===== config.mk =====
export PLATFORM = sky130hd
export DESIGN_NAME = wb_port_arbiter
export DESIGN_NICKNAME = d
export VERILOG_FILES = /design/src/rtl/wb_port_arbiter_pkg.sv /design/src/rtl/wbq_fifo.sv /design/src/rtl/wb_port_arbiter.sv
export SDC_FILE = /design/constraint.sdc
export NUM_CORES = 1
export LEC_CHECK = 0
export ABC_AREA = 1
export BUFFER_PORTS_ARGS = -buffer_cell sky130_fd_sc_hd__buf_2
export CORE_ASPECT_RATIO = 1.2
export CORE_MARGIN = 3
export CORE_UTILIZATION = 51
export CTS_CLUSTER_DIAMETER = 100
export CTS_CLUSTER_SIZE = 10
export DETAILED_ROUTE_END_ITERATION = 12
export GPL_ROUTABILITY_DRIVEN = 0
export PLACE_DENSITY = 0.77
export SLEW_MARGIN = 20
export SYNTH_ARGS = -nofsm -noshare
export SYNTH_HDL_FRONTEND = slang
export SYNTH_HIERARCHICAL = 1
export SYNTH_SLANG_ARGS = --single-unit

===== constraint.sdc =====
create_clock -name clk -period 4.9 [get_ports clk]
set_input_delay 0.49 -clock clk [delete_from_list [all_inputs] [get_ports clk]]
set_output_delay 0.49 -clock clk [all_outputs]
set_load 0.01 [all_outputs]

===== src/rtl/wb_port_arbiter_pkg.sv =====
// Shared types and defaults for the writeback port arbiter.
package wb_port_arbiter_pkg;

  localparam int unsigned XLEN_DEF   = 64;
  localparam int unsigned REG_AW     = 5;
  localparam int unsigned WBQ_DEPTH  = 2;
  localparam int unsigned WBQ_STARVE = 4;

  typedef logic [XLEN_DEF-1:0] word_t;
  typedef logic [REG_AW-1:0]   reg_addr_t;

  // Mul/div result as offered to the arbiter
  typedef struct packed {
    reg_addr_t dst;
    word_t     data;
  } md_result_t;

  // One queued mul/div result; live drops when a younger write supersedes it
  typedef struct packed {
    logic      live;
    reg_addr_t dst;
    word_t     data;
  } wbq_entry_t;

  // Who owns the register-file write port this cycle
  typedef enum logic [1:0] {
    GNT_NONE  = 2'd0,
    GNT_WB    = 2'd1,
    GNT_QUEUE = 2'd2,
    GNT_DROP  = 2'd3
  } grant_t;

endpackage


===== src/rtl/wbq_fifo.sv =====
// In-order mul/div result queue with per-entry live bits and a WAW kill port.
module wbq_fifo
  import wb_port_arbiter_pkg::*;
#(
  parameter int unsigned XLEN  = 64,
  parameter int unsigned DEPTH = 2
) (
  input  logic                         clk,
  input  logic                         reset,
  input  logic                         push,
  input  reg_addr_t                    push_dst,
  input  logic [XLEN-1:0]              push_data,
  input  logic                         pop,
  input  logic                         kill,
  input  reg_addr_t                    kill_dst,
  output logic [$clog2(DEPTH+1)-1:0]   count,
  output logic                         head_live,
  output reg_addr_t                    head_dst,
  output logic [XLEN-1:0]              head_data
);

  localparam int unsigned PTR_W = (DEPTH > 1) ? $clog2(DEPTH) : 1;
  localparam int unsigned CNT_W = $clog2(DEPTH + 1);

  logic [DEPTH-1:0] live;
  reg_addr_t        dst_q  [DEPTH];
  logic [XLEN-1:0]  data_q [DEPTH];
  logic [PTR_W-1:0] head;
  logic [PTR_W-1:0] tail;

  // Pointers, count and live bits; kill applies to stored entries, then pop/push
  always_ff @(posedge clk or negedge reset) begin
    if (!reset) begin
      live  <= '0;
      head  <= '0;
      tail  <= '0;
      count <= '0;
    end else begin
      for (int i = 0; i < int'(DEPTH); i++) begin
        if (kill && live[i] && (dst_q[i] == kill_dst)) begin
          live[i] <= 1'b0;
        end
      end
      if (pop) begin
        live[head] <= 1'b0;
        head       <= head + PTR_W'(1);
      end
      if (push) begin
        live[tail] <= 1'b1;
        tail       <= tail + PTR_W'(1);
      end
      case ({push, pop})
        2'b10:   count <= count + CNT_W'(1);
        2'b01:   count <= count - CNT_W'(1);
        default: count <= count;
      endcase
    end
  end

  // Payload storage; contents are only meaningful while the slot is occupied
  always_ff @(posedge clk) begin
    if (push) begin
      dst_q[tail]  <= push_dst;
      data_q[tail] <= push_data;
    end
  end

  assign head_live = live[head] && (count != '0);
  assign head_dst  = dst_q[head];
  assign head_data = data_q[head];

endmodule


===== src/rtl/wb_port_arbiter.sv =====
// Shares the register-file write port between writeback and queued mul/div results.
module wb_port_arbiter
  import wb_port_arbiter_pkg::*;
#(
  parameter int unsigned XLEN   = 64,
  parameter int unsigned DEPTH  = WBQ_DEPTH,
  parameter int unsigned STARVE = WBQ_STARVE
) (
  input  logic            clk,
  input  logic            reset,
  input  logic            wb_valid,
  input  logic            wb_regwrite,
  input  logic [4:0]      wb_dst,
  input  logic [XLEN-1:0] wb_data,
  input  logic            md_valid,
  input  logic [4:0]      md_dst,
  input  logic [XLEN-1:0] md_data,
  output logic            md_ready,
  output logic            wb_stall,
  output logic            rf_wen,
  output logic [4:0]      rf_wa,
  output logic [XLEN-1:0] rf_wd
);

  localparam int unsigned CNT_W = $clog2(DEPTH + 1);
  localparam int unsigned SC_W  = (STARVE > 1) ? $clog2(STARVE) : 1;

  logic [CNT_W-1:0] count;
  logic             head_live;
  reg_addr_t        head_dst;
  logic [XLEN-1:0]  head_data;
  logic [SC_W-1:0]  starve_cnt;
  grant_t           grant;
  logic             wb_req;
  logic             q_nonempty;
  logic             starved;
  logic             push;
  logic             pop;
  logic             kill;

  wbq_fifo #(
    .XLEN  (XLEN),
    .DEPTH (DEPTH)
  ) u_fifo (
    .clk       (clk),
    .reset     (reset),
    .push      (push),
    .push_dst  (md_dst),
    .push_data (md_data),
    .pop       (pop),
    .kill      (kill),
    .kill_dst  (wb_dst),
    .count     (count),
    .head_live (head_live),
    .head_dst  (head_dst),
    .head_data (head_data)
  );

  // Grant decision: dead-head drop, forced drain, writeback, then idle drain
  always_comb begin
    grant      = GNT_NONE;
    wb_stall   = 1'b0;
    wb_req     = wb_valid && wb_regwrite && (wb_dst != 5'd0);
    q_nonempty = (count != '0);
    starved    = (starve_cnt == SC_W'(STARVE - 1));
    if (q_nonempty && !head_live) begin
      grant    = GNT_DROP;
      wb_stall = wb_req;
    end else if (q_nonempty && starved) begin
      grant    = GNT_QUEUE;
      wb_stall = wb_req;
    end else if (wb_req) begin
      grant = GNT_WB;
    end else if (q_nonempty) begin
      grant = GNT_QUEUE;
    end
  end

  // Port drive and queue control derived from the grant
  always_comb begin
    rf_wen   = 1'b0;
    rf_wa    = '0;
    rf_wd    = '0;
    md_ready = (count < CNT_W'(DEPTH));
    push     = md_valid && md_ready && (md_dst != 5'd0);
    pop      = (grant == GNT_QUEUE) || (grant == GNT_DROP);
    kill     = (grant == GNT_WB);
    case (grant)
      GNT_WB: begin
        rf_wen = 1'b1;
        rf_wa  = wb_dst;
        rf_wd  = wb_data;
      end
      GNT_QUEUE: begin
        rf_wen = 1'b1;
        rf_wa  = head_dst;
        rf_wd  = head_data;
      end
      default: begin
        rf_wen = 1'b0;
      end
    endcase
  end

  // Starvation counter: counts writeback wins over a waiting queue, saturating
  always_ff @(posedge clk or negedge reset) begin
    if (!reset) begin
      starve_cnt <= '0;
    end else if (!q_nonempty || (grant == GNT_QUEUE)) begin
      starve_cnt <= '0;
    end else if ((grant == GNT_WB) && !starved) begin
      starve_cnt <= starve_cnt + SC_W'(1);
    end
  end

endmodule


==> run summary, run 1 <==
Critical Path Fanout Max: 70
CTS Buf Count: 17
share of layout cells above drive strength 1: 29.7%
fin. max-slew vios: 0
commonest non-fill, non-tap cell in the layout: nand2_1
DRT antenna net count: 0
Die H: 133 um
global-route wire length before repair: 25500 um
CP most frequent cell: nand2_1
Initial Util: 53.0%
site row count: 45
Power Dens Cells: 566 nW/um2
worst slew pin tran: 992 ps
max frequency: 272 MHz
Crit. End Element: output port
leakage power: 4.11 nW
Clk Latency, worst-skew pair: 410 ps
number of global-route vias before repair: 5275
H-tree levels: 4
Max stage delay on crit path: 700 ps
area delta synth->final: 24.8%
Die W: 112 um
status: completed
FF/Latch Area: 4350 um2
PortBufs: 214
Post-CTS Resized: 0
clk sinks: 146
largest net degree at the start of global routing: 72
Detail Placement HPWL: 10500 um
maximum vdd drop: 490 uV
clock root buffer master: clkbuf_16
Period Utilization, post-route: 75.0%
# DRC: 0
Vias: 5584
WL/cell: 15.0 um
Final Worst Setup Slack: 1220 ps
full die area: 14800 um2
CP Class: reg2out
Hold WS: 269 ps
Tmin final: 3680 ps
DP Worst Slack: 1650 ps
Avg Cell Area, Syn: 9.64 um2
Filler cells: 1046
Hold WC Path Type: in2reg
required time of the critical path: 4410 ps
Syn Std Cell Area: 6840 um2
CTS tree: yes
Cell variety after synth: 24
initial antenna violation count: 3
clk slew on worst S/H paths: 60 ps
final net count: 1051
vias per cell: 5.16
Final Skew: 10.2 ps
Setup Buffers After CTS: 0
deepest clock path buffer count: 2
Gate Count Post-Synth: 709
CP max-delay cell: clkinv_2
Multi-input gate area: 2140 um2
core area: 12900 um2
Mapped Nets: 854
Tot Pwr: 4.83 mW
First-pass DRT Iterations: 5
gr ovfl total: 0
crit path cell chain: o22ai_1, a21oi_4, nor2_1, nor2_2, nand2_1, clkinv_2, nand2_1, nand2_1, buf_2
critical path startpoint category: flop
MaxCap Viol Count: 0
Rel. slew slack: 33.7%
GR Util All Layers: 21.6%
DRC marker count from the first detailed-route iteration: 312
# setup viols final: 0
critical path arrival: 3190 ps
R2R depth: 11
Top Ports: 215
RSZ-0062 raised after global routing: false
hold depth: 1
most frequent cells in the layout: 366 x nand2_1, 214 x buf_2, 138 x edfxtp_1
total negative slack: 0 ps
detailed-route wire length: 16300 um
post-synthesis register bit count: 146
Hold Fails Final Rpt: 0
sequential area share after synthesis: 63.6%
Yosys warning count: 6
==> synthesized netlist by cell type <==
library cell  instances  area share [%]
ha_1                  2            0.37
clkbuf_1             17            0.93
o22ai_1               1           0.092
xnor2_1               2            0.26
buf_1                 1           0.055
dfrtp_1               8             2.9
buf_4                 2            0.22
buf_2                15             1.1
inv_2                 4            0.22
o21ai_0               8            0.59
nor2_4                1            0.16
nor2_1               15            0.82
xor2_1                1            0.13
nand2_2              11             1.0
inv_1                24             1.3
buf_6                10             1.6
nor3_1                1           0.073
nand4_1              71             6.5
nor2_2                1           0.092
a21boi_1              1            0.11
nand3_1               5            0.37
edfxtp_1            138              61
nand2_1             366              20
a21oi_1               4            0.29
==> per-layer routing <==
layer	global-route usage (%)	part of all wire, %	up-vias
met5	0	0.12	-
met4	8.25	2.2	4
met3	5.67	6.8	31
met2	38.5	52	212
met1	24.8	39	2561
li1	-	-	2776
==> power by group <==
| part | switching (mW) | total (mW) | internal [mW] |
|---|---|---|---|
| registers | 0.124 | 1.76 | 1.64 |
| logic | 1.22 | 1.79 | 0.574 |
| clock network | 0.474 | 1.27 | 0.800 |
| total | 1.81 | 4.83 | 3.01 |
==> timing repair <==
| action | 4_1_cts | 5_1_grt |
|---|---|---|
| hold buffers | 1 | 0 |
| endpoints found under the hold margin | 8 | 0 |
| endpoints found under the setup margin | 0 | 0 |
==> critical path, delay by kind of cell, from the launching register on <==
kind | cells | cell delay [ps]
compound gates | 2 | 430
flops | 1 | 670
buf+inv | 2 | 840
simple gates | 5 | 830
==> registers in the layout, summed over array words and instances, names as in the netlist <==
| register | count |
|---|---|
| u_fifo/data_q | 128 |
| u_fifo/head | 1 |
| u_fifo/dst_q | 10 |
| starve_cnt | 2 |
| u_fifo/count | 2 |
| u_fifo/live | 2 |
| u_fifo/tail | 1 |
==> through the flow <==
stage	area, um2	std cells	util, %
CTS	8530	1082	66.1
floorplan	6840	709	-
detailed placement	7930	1050	61.5
finish	8530	1083	66.2
global route	8530	1083	66.2
global placement	7930	1050	61.5
==> layout make-up <==
| class | count | area share, % |
|---|---|---|
| Tap cell | 164 | 2.41 |
| Timing Repair Buffer | 223 | 13.4 |
| Sequential cell | 146 | 50.9 |
| Inverter | 28 | 1.25 |
| Clock inverter | 12 | 1.86 |
| Antenna cell | 1 | 0.0293 |
| Multi-Input combinational cell | 490 | 25.1 |
| Clock buffer | 19 | 5.07 |
==> logic make-up after synthesis <==
logic type | after synthesis | synth area share [%]
XOR/XNOR | 3 | 0.384
flip-flops | 146 | 63.6
AND/OR/NAND/NOR | 471 | 29.1
adder cells (fa/ha/maj) | 2 | 0.366
buffers and inverters | 73 | 5.49
AO/OA/AOI/OAI | 14 | 1.08
==> path summary, 6_finish.rpt <==
check / from / to / slack [ps]
max: u_fifo/head / rf_wd[20] / 1220
min: md_data[36] / u_fifo/data_q[0][36] / 270
max reg2reg: u_fifo/head / u_fifo/live[1] / 2020
min reg2reg: starve_cnt[1] / starve_cnt[1] / 540
max in group asynchronous: reset / u_fifo/head / 4270
min in group asynchronous: reset / starve_cnt[0] / 450
Note: power is estimated with default switching activity, not from simulation.
==> inputs of run 2 (changes only) <==
==> constraint.sdc (replaced) <==
create_clock -name clk -period 3.7 [get_ports clk]
set_input_delay 0.37 -clock clk [delete_from_list [all_inputs] [get_ports clk]]
set_output_delay 0.37 -clock clk [all_outputs]
set_load 0.01 [all_outputs]
==> run 2 against run 1 <==
Net effect: sequential share of layout area shrank 0.17 points; sequential power grew 30%; combinational power grew 37%; global-route usage grew 0.32 points; largest cell class unchanged; largest power group unchanged; highest routed layer unchanged.
==> run summary, run 2 (synthesis gave the netlist of run 1 again) <==
CP top delay family: buffers and inverters
gr ovfl total: 0
r2r startpoint: u_fifo/head
clk slew on worst S/H paths: 60 ps
DP Worst Slack: 1010 ps
CTS Buf Count: 17
GR Util All Layers: 21.9%
Hold Fails Final Rpt: 0
Worst Setup SP: u_fifo/count[0]
status: completed
Hold WC Path Type: in2reg
Clk pwr share: 26.0%
Period Utilization, post-route: 85.0%
Tmin final: 3140 ps
commonest non-fill, non-tap cell in the layout: nand2_1
Net Sw Power: 2.45 mW
Pint: 3.95 mW
share of layout cells above drive strength 1: 30.0%
PortBufs: 214
RSZ-0062 raised after global routing: false
CTS tree: yes
Clk Latency, worst-skew pair: 400 ps
crit path cell chain: o22ai_1, a21oi_4, nor2_1, nor2_2, nand2_1, inv_2, buf_4, nand2_1, nand2_1, buf_2
Largest register FFs: 128
# DRC: 0
biggest regs: u_fifo/data_q x128, u_fifo/dst_q x10
detailed-route wire length: 16300 um
DRC marker count from the first detailed-route iteration: 405
clock root buffer master: clkbuf_16
leakage power: 4.13 nW
largest net degree at the start of global routing: 77
total negative slack: 0 ps
area delta synth->final: 25.2%
core area: 12900 um2
Reg power frac: 35.6%
vias per cell: 5.17
Crit. End Element: output port
DRT antenna net count: 0
Die W: 112 um
deepest clock path buffer count: 2
final net count: 1054
Final Worst Setup Slack: 555 ps
combinational share of power: 38.3%
Power Dens Cells: 747 nW/um2
Top reg by flops: u_fifo/data_q
CP most frequent cell: nand2_1
CP Class: reg2out
Max stage delay on crit path: 470 ps
WP depth: 10
clk sinks: 146
Tot Pwr: 6.40 mW
global-route wire length before repair: 25800 um
Top Ports: 215
First-pass DRT Iterations: 5
reg2reg end: u_fifo/count[1]
site row count: 45
# setup viols final: 0
Die H: 133 um
Initial Util: 53.0%
H-tree levels: 4
max frequency: 318 MHz
Critical Path Fanout Max: 38
end of the critical path: rf_wd[1]
Detail Placement HPWL: 10500 um
full die area: 14800 um2
Final Skew: 6.74 ps
critical path arrival: 2770 ps
worst slew pin tran: 843 ps
R2R depth: 9
fin. max-slew vios: 0
critical path buffer and inverter count: 3
Vias: 5628
CP max-delay cell: dfrtp_1
Sw Ratio: 38.3%
number of global-route vias before repair: 5399
initial antenna violation count: 4
most frequent cells in the layout: 366 x nand2_1, 214 x buf_2, 138 x edfxtp_1
Rel. slew slack: 43.8%
Reg2Reg Setup Slack: 1480 ps
MaxCap Viol Count: 0
required time of the critical path: 3330 ps
WL/cell: 14.9 um
maximum vdd drop: 501 uV
critical path startpoint category: flop
[run 2: cell types whose count changed in the layout (fill, tap and decap cells not counted), sizes merged]
cell,change
clkinv,+1
buf,+3
diode,+2
inv,+4
bufinv,-1
clkbuf,-1
clkinvlp,-2
[run 2: area by class of cell]
| class | count | area, um2 |
|---|---|---|
| inverter | 28 | 105 |
| antenna | 3 | 7.51 |
| clock buffer | 18 | 429 |
| clock inverter | 14 | 153 |
| fill | 1054 | 4330 |
| timing repair buffer | 226 | 1180 |
| sequential | 146 | 4350 |
| tap | 164 | 205 |
| multi-input combinational | 490 | 2140 |
[run 2: power by group through the flow]
| stage | sequential [mW] | clock [mW] | combinational (mW) |
|---|---|---|---|
| floorplan | 2.29 | 0 | 1.72 |
| global placement | 2.30 | 0 | 2.42 |
| detailed placement | 2.31 | 0 | 2.46 |
| CTS | 2.28 | 1.69 | 2.47 |
| global route | 2.30 | 1.77 | 2.75 |
| finish | 2.28 | 1.67 | 2.45 |
[run 2: per-layer routing]
| layer | global-route usage, % | wire [um] | vias up |
|---|---|---|---|
| met1 | 25.2 | 6400 | 2617 |
| met2 | 39.2 | 8490 | 196 |
| met3 | 5.54 | 1030 | 28 |
| met5 | 0 | 21 | - |
| met4 | 8.18 | 326 | 4 |
| li1 | - | - | 2783 |
[run 2: worst register-to-register path: stages (launching register included)]
cell and delay (ps):
dfrtp_2 450, o22ai_1 280, a21oi_4 50, nor2_1 260
nor2_2 100, o21ai_0 220, ha_1 360, a21oi_1 120
o21ai_0 120, xnor2_1 150
[run 2: repair_timing]
item / CTS / global route
gates resized for setup: 0 / 0
hold endpoints to repair: 8 / 0
buffers inserted: 0 / 0
hold buffers: 1 / 0
[run 2: worst min-delay path by stage]
stage                start                   end  slack (ps)  cells past startpoint
2_1_floorplan        reset         starve_cnt[0]          70                      0
3_3_place_gp         reset           u_fifo/tail         220                      1
3_5_place_dp         reset           u_fifo/tail         230                      1
4_1_cts        md_data[38]  u_fifo/data_q[1][38]         130                      1
5_1_grt        md_data[16]  u_fifo/data_q[0][16]         130                      1
6_report        md_data[3]   u_fifo/data_q[0][3]         150                      1
[run 2: metrics by stage]
| stage | utilization [%] | cells | hold WS [ps] | instance area [um2] |
|---|---|---|---|---|
| floorplan | - | 709 | 74.4 | 6840 |
| global placement | 61.7 | 1053 | 224 | 7960 |
| detailed placement | 61.7 | 1053 | 232 | 7960 |
| CTS | 66.3 | 1086 | 127 | 8550 |
| global route | 66.4 | 1089 | 128 | 8560 |
| finish | 66.4 | 1089 | 148 | 8560 |
